$ cat src/rtl/cpu_pkg.sv
// Shared CPU definitions: bus widths, fetch states, opcode length rule.
// ERROR state exists only when FETCH_TIMEOUT_EN is defined.
package cpu_pkg;

  localparam int ADDR_W = 16;
  localparam int DATA_W = 8;
  localparam int OPC_LEN2_BIT = 7;

  typedef enum logic [1:0] {
    FETCH_OP,
    FETCH_ARG,
    HOLD
`ifdef FETCH_TIMEOUT_EN
    ,
    ERROR
`endif
  } fetch_state_t;

  function automatic logic is_len2(
    input logic [DATA_W-1:0] opc
  );
    return opc[OPC_LEN2_BIT];
  endfunction

endpackage

$ cat src/rtl/fetch_unit.sv
// Instruction fetch: byte reads at PC, 1/2-byte assembly, decoder handshake.
// Optional read timeout with sticky fetch_err: define FETCH_TIMEOUT_EN.
module fetch_unit #(
  parameter int ADDR_W = cpu_pkg::ADDR_W,
  parameter int DATA_W = cpu_pkg::DATA_W,
  parameter int TIMEOUT_CYCLES = 15
) (
  input  logic              clock,
  input  logic              reset,
  input  logic [ADDR_W-1:0] pc_addr,
  output logic              pc_inc,
  input  logic              flush,
  output logic [ADDR_W-1:0] mem_addr,
  output logic              mem_rd,
  input  logic [DATA_W-1:0] mem_rdata,
  input  logic              mem_ready,
  output logic              instr_valid,
  input  logic              instr_ready,
  output logic [DATA_W-1:0] instr_opcode,
  output logic [DATA_W-1:0] instr_operand,
  output logic              instr_len2,
  output logic              fetch_err
);
  import cpu_pkg::*;

  fetch_state_t state_q;
  fetch_state_t state_d;

  logic [DATA_W-1:0] opc_q;
  logic [DATA_W-1:0] opc_d;
  logic [DATA_W-1:0] arg_q;
  logic [DATA_W-1:0] arg_d;
  logic              len2_q;
  logic              len2_d;

  logic reading;
  logic op_done;
  logic arg_done;
  logic accept;
  logic expire;

  assign mem_addr = pc_addr;

  assign reading = (state_q == FETCH_OP)
                 | (state_q == FETCH_ARG);

  // flush and reset abandon any read in flight
  assign mem_rd = reading & ~reset & ~flush;
  assign pc_inc = mem_rd & mem_ready;

  assign op_done  = pc_inc & (state_q == FETCH_OP);
  assign arg_done = pc_inc & (state_q == FETCH_ARG);

  assign instr_valid   = (state_q == HOLD);
  assign instr_opcode  = opc_q;
  assign instr_operand = arg_q;
  assign instr_len2    = len2_q;

  // a flush in the same cycle as ready means not accepted
  assign accept = instr_valid & instr_ready & ~flush;

`ifdef FETCH_TIMEOUT_EN
  localparam int CW = $clog2(TIMEOUT_CYCLES + 1);

  logic [CW-1:0] wait_q;
  logic          stall;
  logic          err_q;

  assign stall  = mem_rd & ~mem_ready;
  assign expire = stall
                & (wait_q == CW'(TIMEOUT_CYCLES - 1));

  // wait-state counter, cleared whenever no read is stalled
  always_ff @(posedge clock) begin
    if (reset | ~stall) begin
      wait_q <= '0;
    end else begin
      wait_q <= wait_q + 1'b1;
    end
  end

  // sticky timeout flag, cleared only by reset or flush
  always_ff @(posedge clock) begin
    if (reset | flush) begin
      err_q <= 1'b0;
    end else if (expire) begin
      err_q <= 1'b1;
    end
  end

  assign fetch_err = err_q;
`else
  assign expire    = 1'b0;
  assign fetch_err = 1'b0;
`endif

  // next state and instruction latches
  always_comb begin
    state_d = state_q;
    opc_d   = opc_q;
    arg_d   = arg_q;
    len2_d  = len2_q;
    unique case (1'b1)
      flush: begin
        state_d = FETCH_OP;
        opc_d   = '0;
        arg_d   = '0;
        len2_d  = 1'b0;
      end
`ifdef FETCH_TIMEOUT_EN
      expire: begin
        state_d = ERROR;
      end
`endif
      op_done: begin
        opc_d = mem_rdata;
        if (is_len2(mem_rdata)) begin
          state_d = FETCH_ARG;
        end else begin
          arg_d   = '0;
          len2_d  = 1'b0;
          state_d = HOLD;
        end
      end
      arg_done: begin
        arg_d   = mem_rdata;
        len2_d  = 1'b1;
        state_d = HOLD;
      end
      accept: begin
        state_d = FETCH_OP;
      end
      default: begin
      end
    endcase
  end

  // state and instruction registers
  always_ff @(posedge clock) begin
    if (reset) begin
      state_q <= FETCH_OP;
      opc_q   <= '0;
      arg_q   <= '0;
      len2_q  <= 1'b0;
    end else begin
      state_q <= state_d;
      opc_q   <= opc_d;
      arg_q   <= arg_d;
      len2_q  <= len2_d;
    end
  end

endmodule

$ cat config.mk
export PLATFORM = sky130hd
export DESIGN_NAME = fetch_unit
export DESIGN_NICKNAME = d
export VERILOG_FILES = /design/src/rtl/cpu_pkg.sv /design/src/rtl/fetch_unit.sv
export SDC_FILE = /design/constraint.sdc
export NUM_CORES = 1
export LEC_CHECK = 0
export CAP_MARGIN = 20
export CORE_ASPECT_RATIO = 1.75
export CORE_MARGIN = 5
export CORE_UTILIZATION = 35
export CTS_CLUSTER_SIZE = 24
export DETAILED_ROUTE_END_ITERATION = 7
export PLACE_DENSITY = 0.9
export SLEW_MARGIN = 30
export SYNTH_ARGS = -nofsm -noshare
export SYNTH_HDL_FRONTEND = slang
export SYNTH_SLANG_ARGS = --single-unit
export TNS_END_PERCENT = 1
$ cat constraint.sdc
create_clock -name clock -period 3 [get_ports clock]
set_input_delay 0.6 -clock clock [delete_from_list [all_inputs] [get_ports clock]]
set_output_delay 0.6 -clock clock [all_outputs]
set_load 0.01 [all_outputs]
# --- Yosys cells after proc, flatten, opt, wreduce, memory -nomap -nowiden ---
# Index checks and enable logic that the tools add are counted.
totals:
  out_inout_bits: 37
  inputBits: 29
  word_cells: 30
  ff_bits: 19
op_classes:
  n_reduce_logical: 6
  bitwise_logic: 10
  mux: 7
  n_eq_ne: 3
ops:
  columns: ["operator", "count"]
  rows:
  - ["8-bit one-hot mux with 3 select lines", 1]
  - ["8-bit one-hot mux with 2 select lines", 1]
  - ["8-bit two-way mux", 1]
  - ["1-bit AND", 7]
  - ["2-bit one-hot mux with 3 select lines", 1]
  - ["3-bit nonzero test", 2]
  - ["1-bit one-hot mux with 3 select lines", 1]
  - ["2-bit by 1-bit == test with 1-bit output, second input constant", 1]
  - ["2-bit == test, second input constant", 1]
  - ["2-bit zero test", 1]
  - ["2-bit two-way mux", 1]
  - ["2-bit inequality test, second input constant", 1]
  - ["1-bit inverter", 2]
  - ["2-bit AND reduction", 1]
  - ["2-bit nonzero test", 1]
  - ["2-bit OR reduction", 1]
  - ["1-bit two-way mux", 1]
  - ["1-bit bitwise OR", 1]

# --- Longest topological paths before layout ---
# Gate-level depths: netlist of the first run.
logic_depth:
  depth_word: 8
  depth_mapped: 5
  depth_no_buf: 3

# --- Least setup slack after synthesis of the first run ---
# OpenSTA, ideal clock, no wires.
synth_path:
  path_type: "input -> output"
  startpoint: "in reset"
  endpoint: "out mem_rd"
  path_stages: 3
  arrival_time_ns: 1.304
  required_ns: 2.400
  n_path_buf: 1
  setup_slack_ns: 1.096
  cell_sequence: "or2_2 clkbuf_1 nor2_1"
synth_between:
  elab_chain_cells: 3
synth_rtl:
  columns: ["element", "line", "rtl"]
  rows:
  - ["from (decl)", "fetch_unit.sv:9", "input logic reset,"]
  - ["1-bit inverter", "fetch_unit.sv:48", "assign mem_rd = reading & ~reset & ~flush;"]
  - ["1-bit AND (2 in series)", "fetch_unit.sv:48", null]
  - ["to (decl)", "fetch_unit.sv:14", "output logic mem_rd,"]
# Every way passes these cells.

# --- Worst setup path after layout of the first run ---
# Same ends and word-level chain as after synthesis.

==> run metrics, run 1 <==
area of the core=2330 µm²; TritonCTS buffer count=3; maxcap violations=0; pwr/cell area=446 nW/µm²; maximum clock frequency=382 MHz; crit-path max FO=2; Synth area leader=dfxtp_1; number of flops mapped to enable cells by yosys=0; final setup violation count=0; crit share post-route=87.3%; Max Root-Sink Buffers=2; drt pass-1 iters=4; Clock Sinks=19; outcome=finished, final reports clean; Post-Syn Area per Cell=9.58 µm²; CP Class=input port to output pin; crit end category=output pin; Die Y=75.7 µm; final wirelength=1860 µm; worst skew pair latency=0.25 ns; Crit path required time=2.40 ns; cell area after synthesis=862 µm²; row count=23; min cycle time layout=2.62 ns; Distinct cells, synth=23; root buf cell=clkbuf_8; Place WS=0.383 ns; Worst Hold Class=flop to flop; max_slew headroom=66.9%; post-CTS sizing=0; initial antenna violation count=0; largest net degree at the start of global routing=12; WP data arrival=2.02 ns; Post-CTS Hold Fix Bufs=0; setup tns final=0 ns; GP Congestion=0.708; wire length per cell=14.2 µm; initial detailed-routing violation count=23; GRT overflow=0; setup ws final=0.380 ns; I/O Buffers=32; ys async rst share=0%; Die Area=3590 µm²; RSZ-0062 raised after global routing=false; Remaining DRCs=0; first-pass GRT wire length=2750 µm; layout cells sized above 1=15.1%; synth top area cells=dfxtp_1 44%, buf_4 15%, a22o_2 8.1%; worst vdd ir=0.234 mV; Yosys top cell area share=44.1%; final net count=136; count leader, synth=dfxtp_1; #FFs+latches synth=19; Area growth, synth to finish=28.4%; vias in the first global route=657; Initial Utilization=37.0%; Slew Limit Fails=0; Reg clk slew, reported paths=0.07 ns; Die Span X=47.5 µm; # diodes=0; number of top-level pins=66; number of fill cells=218; GRT Total Usage=10.5%; postcts setup bufs=0; dominant synthesized flop cell=dfxtp_1; via count=653; syn nets=119; via/cell ratio=4.98; Setup Skew=0.000969 ns; antenna-violating nets left=0; CP Launch Type=input port; most instantiated cells after synthesis=19 x dfxtp_1, 17 x buf_4, 16 x nand2_1; Power Total=493 µW; Synth Warn #=0; Seq/Total Area, Yosys=44.1%; synthesized netlist cell count=90; Slew @ Worst Pin=0.494 ns; Final HPWL DP=1500 µm; CTS H-Tree Depth=1; WHS=0.456 ns; static leakage=0.414 nW; Final Hold Viols=0; CTS tree=done
critical path, stage by stage:
cell and delay [ns]:
clkdlybuf4s50_1 0.45, or2_2 0.32, nor2_1 0.09, clkdlybuf4s50_1 0.55
power by group:
part / switching (mW) / total, mW / internal [mW]
logic: 0.0276 / 0.0608 / 0.0332
clock network: 0.0773 / 0.171 / 0.0941
registers: 0.00402 / 0.261 / 0.257
metrics by stage:
stage          cell area [µm²]  util [%]  cells
2_1_floorplan              862         -     90
3_3_place_gp              1060      45.6    127
3_5_place_dp              1060      45.6    127
4_1_cts                   1110      47.5    131
5_1_grt                   1110      47.5    131
6_report                  1110      47.5    131
placed cells by master, fill, tap and decap left out, drive strengths merged, types with 2 or more instances in the layout:
master | synthesis | layout
clkbuf | 1 | 4
clkdlybuf4s50 | 0 | 32
a22o | 8 | 8
nor2 | 3 | 3
dfxtp | 19 | 19
inv | 2 | 2
a21oi | 9 | 9
nand2 | 16 | 16
cells by family (layout without fill, tap and decap cells):
family / count (synthesis) / after routing / share of synthesized area, %
flip-flops: 19 / 19 / 44.1
AND/OR/NAND/NOR: 25 / 25 / 15.7
buffers and inverters: 23 / 39 / 19.3
other: 1 / 1 / 0.435
AO/OA/AOI/OAI: 21 / 21 / 19.3
multiplexers: 1 / 1 / 1.16
routing by layer:
| metal | GRT usage (%) | routed length (µm) |
|---|---|---|
| met4 | 4.92 | 20 |
| met1 | 9.59 | 644 |
| met2 | 20.3 | 1060 |
| met3 | 2.13 | 134 |
| met5 | 0 | 0 |
path summary, 6_finish.rpt:
path	from	end	slack, ns	depth (start not counted)
hold / removal	instr_opcode[2]	instr_opcode[2]	0.46	2
setup reg to reg	state_q[1]	instr_operand[3]	1.67	3
hold reg to reg	instr_opcode[2]	instr_opcode[2]	0.46	2
setup / recovery	reset	mem_rd	0.38	4
sequential cells by signal, summed over array words and instances (netlist names):
| name | count |
|---|---|
| state_q | 2 |
| instr_operand | 8 |
| instr_len2 | 1 |
| instr_opcode | 8 |
layout make-up:
type / instances / area, µm² / share of cell area (%)
multi-input combinational: 48 / 315 / 28.5
clock buffer: 4 / 45.0 / 4.07
timing repair buffer: 33 / 328 / 29.6
sequential: 19 / 380 / 34.4
tap: 25 / 31.3 / 2.82
inverter: 2 / 7.51 / 0.678
(Power assumes the default switching activity.)
==> inputs of run 2 (changes only) <==
REMOVE_ABC_BUFFERS = 1   (was default)
==> run 2 against run 1 <==
  * Clock power about the same
  * Power about the same
  * Global-route usage increased by 2.8 points
  * Die area unchanged
  * Combinational power increased by 1%
  * First-iteration DRC count decreased by 48%
  * Sequential power about the same
  * Largest power group unchanged
  * Highest routed layer unchanged
==> run metrics, run 2 (same netlist as run 1, synthesis figures left out) <==
outcome=finished, final reports clean; area of the core=2330 µm² (unchanged); Slew Limit Fails=0 (unchanged); internal power=385 µW (about the same); I/O Buffers=32 (unchanged); via/cell ratio=5.08 (+1.8%); Final Hold Viols=0 (unchanged); number of fill cells=220 (+0.92%); setup tns final=0 ns (unchanged); drt pass-1 iters=4 (unchanged); Critical Path Slowest Stage Cell=clkdlybuf4s50_1; combinational power share=12.5% (+0.2 points); Final HPWL DP=1820 µm (+21%); largest net degree at the start of global routing=12 (unchanged); min cycle time layout=2.63 ns (+0.00846 ns); root buf cell=clkbuf_8; vias in the first global route=713 (+8.5%); Post-CTS Hold Fix Bufs=0 (unchanged); layout cells sized above 1=15.1% (unchanged); Reg clk slew, reported paths=0.07 ns (about the same); final setup violation count=0 (unchanged); critical path, cell by cell=clkdlybuf4s50_1 > nor4b_4 > clkdlybuf4s50_1; # diodes=0 (unchanged); static leakage=0.414 nW (unchanged); GP Congestion=0.761 (+7.6%); WHS=0.455 ns (-0.00151 ns); Worst Hold Class=flop to flop; initial antenna violation count=0 (unchanged); number of top-level pins=66 (unchanged); TritonCTS buffer count=3 (unchanged); Die Span X=47.5 µm (unchanged); Die Area=3590 µm² (unchanged); DP Area=1060 µm² (unchanged); worst skew pair latency=0.25 ns (about the same); CTS tree=done; final wirelength=2200 µm (+18%); worst path bufs/invs=2 (unchanged); postcts setup bufs=0 (unchanged); initial detailed-routing violation count=12 (-48%); most frequent cells in the layout=32 x clkdlybuf4s50_1, 19 x dfxtp_1, 16 x nand2_1; final instance area=1110 µm² (unchanged); switching pwr=109 µW (+0.36%); worst reg2reg setup slack=1.66 ns (about the same); Worst Hold End=instr_opcode[0]; clock share of power=34.6% (about the same); commonest non-fill, non-tap cell in the layout=clkdlybuf4s50_1; CP Launch Type=input port; Sw Share=22.1% (+0.058 points); wire length per cell=16.8 µm (+18%); most frequent CP cell=clkdlybuf4s50_1; CP Depth=3 (-1); Seq pwr share=52.9% (about the same); worst reg2reg endpoint=instr_operand[1]; reg2reg start=state_q[1]; Max Root-Sink Buffers=2 (unchanged); Clock Sinks=19 (unchanged); maxcap violations=0 (unchanged); via count=665 (+1.8%); final net count=136 (unchanged); max_slew headroom=65.5% (-1.4 points); antenna-violating nets left=0 (unchanged); Die Y=75.7 µm (unchanged); crit-path max FO=5 (+3); Crit path required time=2.40 ns (about the same); CP delay by family, top=buffers and inverters; Remaining DRCs=0 (unchanged); crit end category=output pin; pwr/cell area=446 nW/µm² (about the same); max incr delay on CP=0.59 ns (+0.04 ns); WP data arrival=2.03 ns (about the same); GRT Total Usage=13.3% (+2.8 points); Setup Skew=0.00335 ns (+0.00239 ns); crit share post-route=87.6% (+0.28 points); row count=23 (unchanged); R2R depth=3 (unchanged); post-CTS sizing=0 (unchanged); GRT overflow=0 (unchanged); RSZ-0062 raised after global routing=false; worst hold path startpoint=instr_opcode[0]; worst hold stages=2 (unchanged); CTS H-Tree Depth=1 (unchanged); post-layout util=47.5% (unchanged); CP Class=input port to output pin; maximum clock frequency=380 MHz (-0.32%); first-pass GRT wire length=3450 µm (+25%); Slew @ Worst Pin=0.515 ns (+0.0206 ns); Area growth, synth to finish=28.4% (unchanged); Initial Utilization=37.0% (unchanged); worst vdd ir=0.401 mV (+72%)
run 2: layer usage:
metal  share of wire [%]  GRT usage, %  routed length (µm)
met1                  38          16.5                 836
met2                  49          18.8                1080
met3                  12          7.57                 266
met4                0.64          3.69                  14
met5                   0          8.33                   0
run 2: worst max-delay path by stage:
stage | start | to | slack, ns
CTS | mem_ready | pc_inc | 0.36
global route | mem_ready | pc_inc | 0.32
global placement | reset | mem_rd | 0.40
finish | mem_ready | pc_inc | 0.37
detailed placement | mem_ready | pc_inc | 0.37
floorplan | reset | mem_rd | 1.23
run 2: area by class of cell:
| cell class | count | area (µm²) | area share (%) |
|---|---|---|---|
| clock buffer | 4 | 45.0 | 4.07 |
| timing repair buffer | 33 | 328 | 29.6 |
| multi-input combinational | 48 | 315 | 28.5 |
| inverter | 2 | 7.51 | 0.678 |
| sequential | 19 | 380 | 34.4 |
| tap | 25 | 31.3 | 2.82 |
run 2: tightest hold or removal path: stages (launching register included):
cell     delay, ns
dfxtp_1       0.31
nand2_1       0.05
a21oi_1       0.05
run 2: power groups by stage:
| stage | Sequential [mW] | Combinational [mW] | Clock, mW |
|---|---|---|---|
| 2_1_floorplan | 0.268 | 0.0221 | 0 |
| 3_3_place_gp | 0.267 | 0.0597 | 0 |
| 3_5_place_dp | 0.267 | 0.0617 | 0 |
| 4_1_cts | 0.261 | 0.0621 | 0.174 |
| 5_1_grt | 0.262 | 0.0671 | 0.181 |
| 6_report | 0.261 | 0.0616 | 0.171 |
run 2: per-stage QoR:
| step | total power, mW | instances | worst slack (ns) |
|---|---|---|---|
| finish | 0.494 | 131 | 0.371 |
| global route | 0.510 | 131 | 0.318 |
| CTS | 0.497 | 131 | 0.356 |
| detailed placement | 0.329 | 127 | 0.365 |
| global placement | 0.326 | 127 | 0.403 |
| floorplan | 0.290 | 69 | 1.23 |
==> edit, RTL diff (flow settings as in run 1) <==
The package constant `ADDR_W` goes from 16 to 15.
--- a/src/rtl/cpu_pkg.sv
+++ b/src/rtl/cpu_pkg.sv
@@ -3,5 +3,5 @@
 package cpu_pkg;
 
-  localparam int ADDR_W = 16;
+  localparam int ADDR_W = 15;
   localparam int DATA_W = 8;
   localparam int OPC_LEN2_BIT = 7;
Interface: changed (resized mem_addr and pc_addr); port bits go from 66 to 64. The function was not compared with the original's and may differ.
==> edit against run 1 <==
Global-route usage up 1.0 points. Setup slack worse by 7.2 ps. Cell area is the same. Wire length is 5.9% higher. Power shrank 0.42%. Area after synthesis down 0.87%. Sequential cell count unchanged. Largest power group unchanged. Critical endpoint is now pc_inc. Largest cell class unchanged. Core utilization did not move. Count of clock-buffer cells in the layout did not move.
==> edit: results (changes against run 1) <==
[grt]
grt_use_total_pct=11.5  ; was 10.5%
grt_pass1_wl_mm=2.95  ; was 2.75 mm
grt_pass1_vias=656  ; was 657

[sta]
finClkSkew_ps=2.52  ; was 0.969 ps

[route]
drtIter0Drc=5  ; was 23
totalWireLength_mm=1.97  ; was 1.86 mm
dr.pass1.iters=4  ; unchanged
routedWlPerCell_um=15.0  ; was 14.2 µm
viasPerCell=4.98  ; about the same

[cells_and_area]
nets=135  ; was 136
fillers=210  ; was 218
regArea_um2=380  ; unchanged

[logic_synthesis]
synth_area_leaders=dfxtp_1 (45%), buf_4 (14%), a22o_2 (8.2%)  ; was dfxtp_1 (44%), buf_4 (15%), a22o_2 (8.1%)
yosysSeqAreaShare_pct=44.5  ; was 44.1%
synth_xor_area_share_pct=0  ; unchanged
synth_fp_nets=117  ; was 119
postSynthAreaPerCell_um2=9.60  ; was 9.58 µm²
synth_compound_area_share_pct=19.5  ; was 19.3%
synth_commonest_cells=dfxtp_1 (19), buf_4 (16), nand2_1 (16)  ; was dfxtp_1 (19), buf_4 (17), nand2_1 (16)
synth_mux_area_share_pct=1.17  ; was 1.16%
synthAdderAreaFrac_pct=0  ; unchanged

[critical_path]
crit_family=buffers and inverters  ; unchanged
slowest_delay_ps=590  ; was 550 ps
cpMaxStageDelayCell=clkdlybuf4s50_1  ; unchanged
crit_fanout=5  ; was 2
critPathLaunch=mem_ready  ; was reset

[power]
ir_drop_mv=0.216  ; was 0.234 mV
leakagePower_nw=0.414  ; unchanged

[outcome]
status=finished, final reports clean  ; unchanged

[place]
gp_congestion=0.679  ; was 0.708
place_ws_ps=383  ; about the same
dpl_cell_area_um2=1060  ; unchanged
detailed_place_hpwl_mm=1.56  ; was 1.50 mm

[clock_tree]
cts_root_buf=clkbuf_8  ; unchanged
cts_hold_buf=0  ; unchanged
clk_pin_slew_worst_paths_ps=60

## edit: cell counts in the layout (fill, tap and decap cells not counted)
No cell type changed its count.
## edit: area by class of cell
type,instances,area share (%)
Sequential cell,19,34.4
Timing Repair Buffer,33,29.6
Multi-Input combinational cell,48,28.5
Clock buffer,4,4.07
Tap cell,25,2.82
Inverter,2,0.678
## edit: final timing paths
check                                       end  slack [ps]  cells after the start
setup / recovery                         pc_inc         370                      3
hold / removal     instr_opcode[2]$_SDFFE_PP0P_         450                      2
hold reg to reg    instr_opcode[2]$_SDFFE_PP0P_         450                      2
setup reg to reg  instr_operand[2]$_SDFFE_PP0P_        1640                      3
## edit: metal layers
layer	part of all wire, %	track usage [%]	wire length (µm)	vias up
met3	8.3	3.78	163	6
met4	0.97	6.77	19	0
met2	55	20.0	1090	17
li1	-	-	-	314
met1	35	11.3	692	315
met5	0	0	0	-
## edit: power by group
part,internal (mW),switching [mW],total [mW]
clock,0.0941,0.0744,0.168
combinational,0.0332,0.0283,0.0614
sequential,0.257,0.00412,0.261
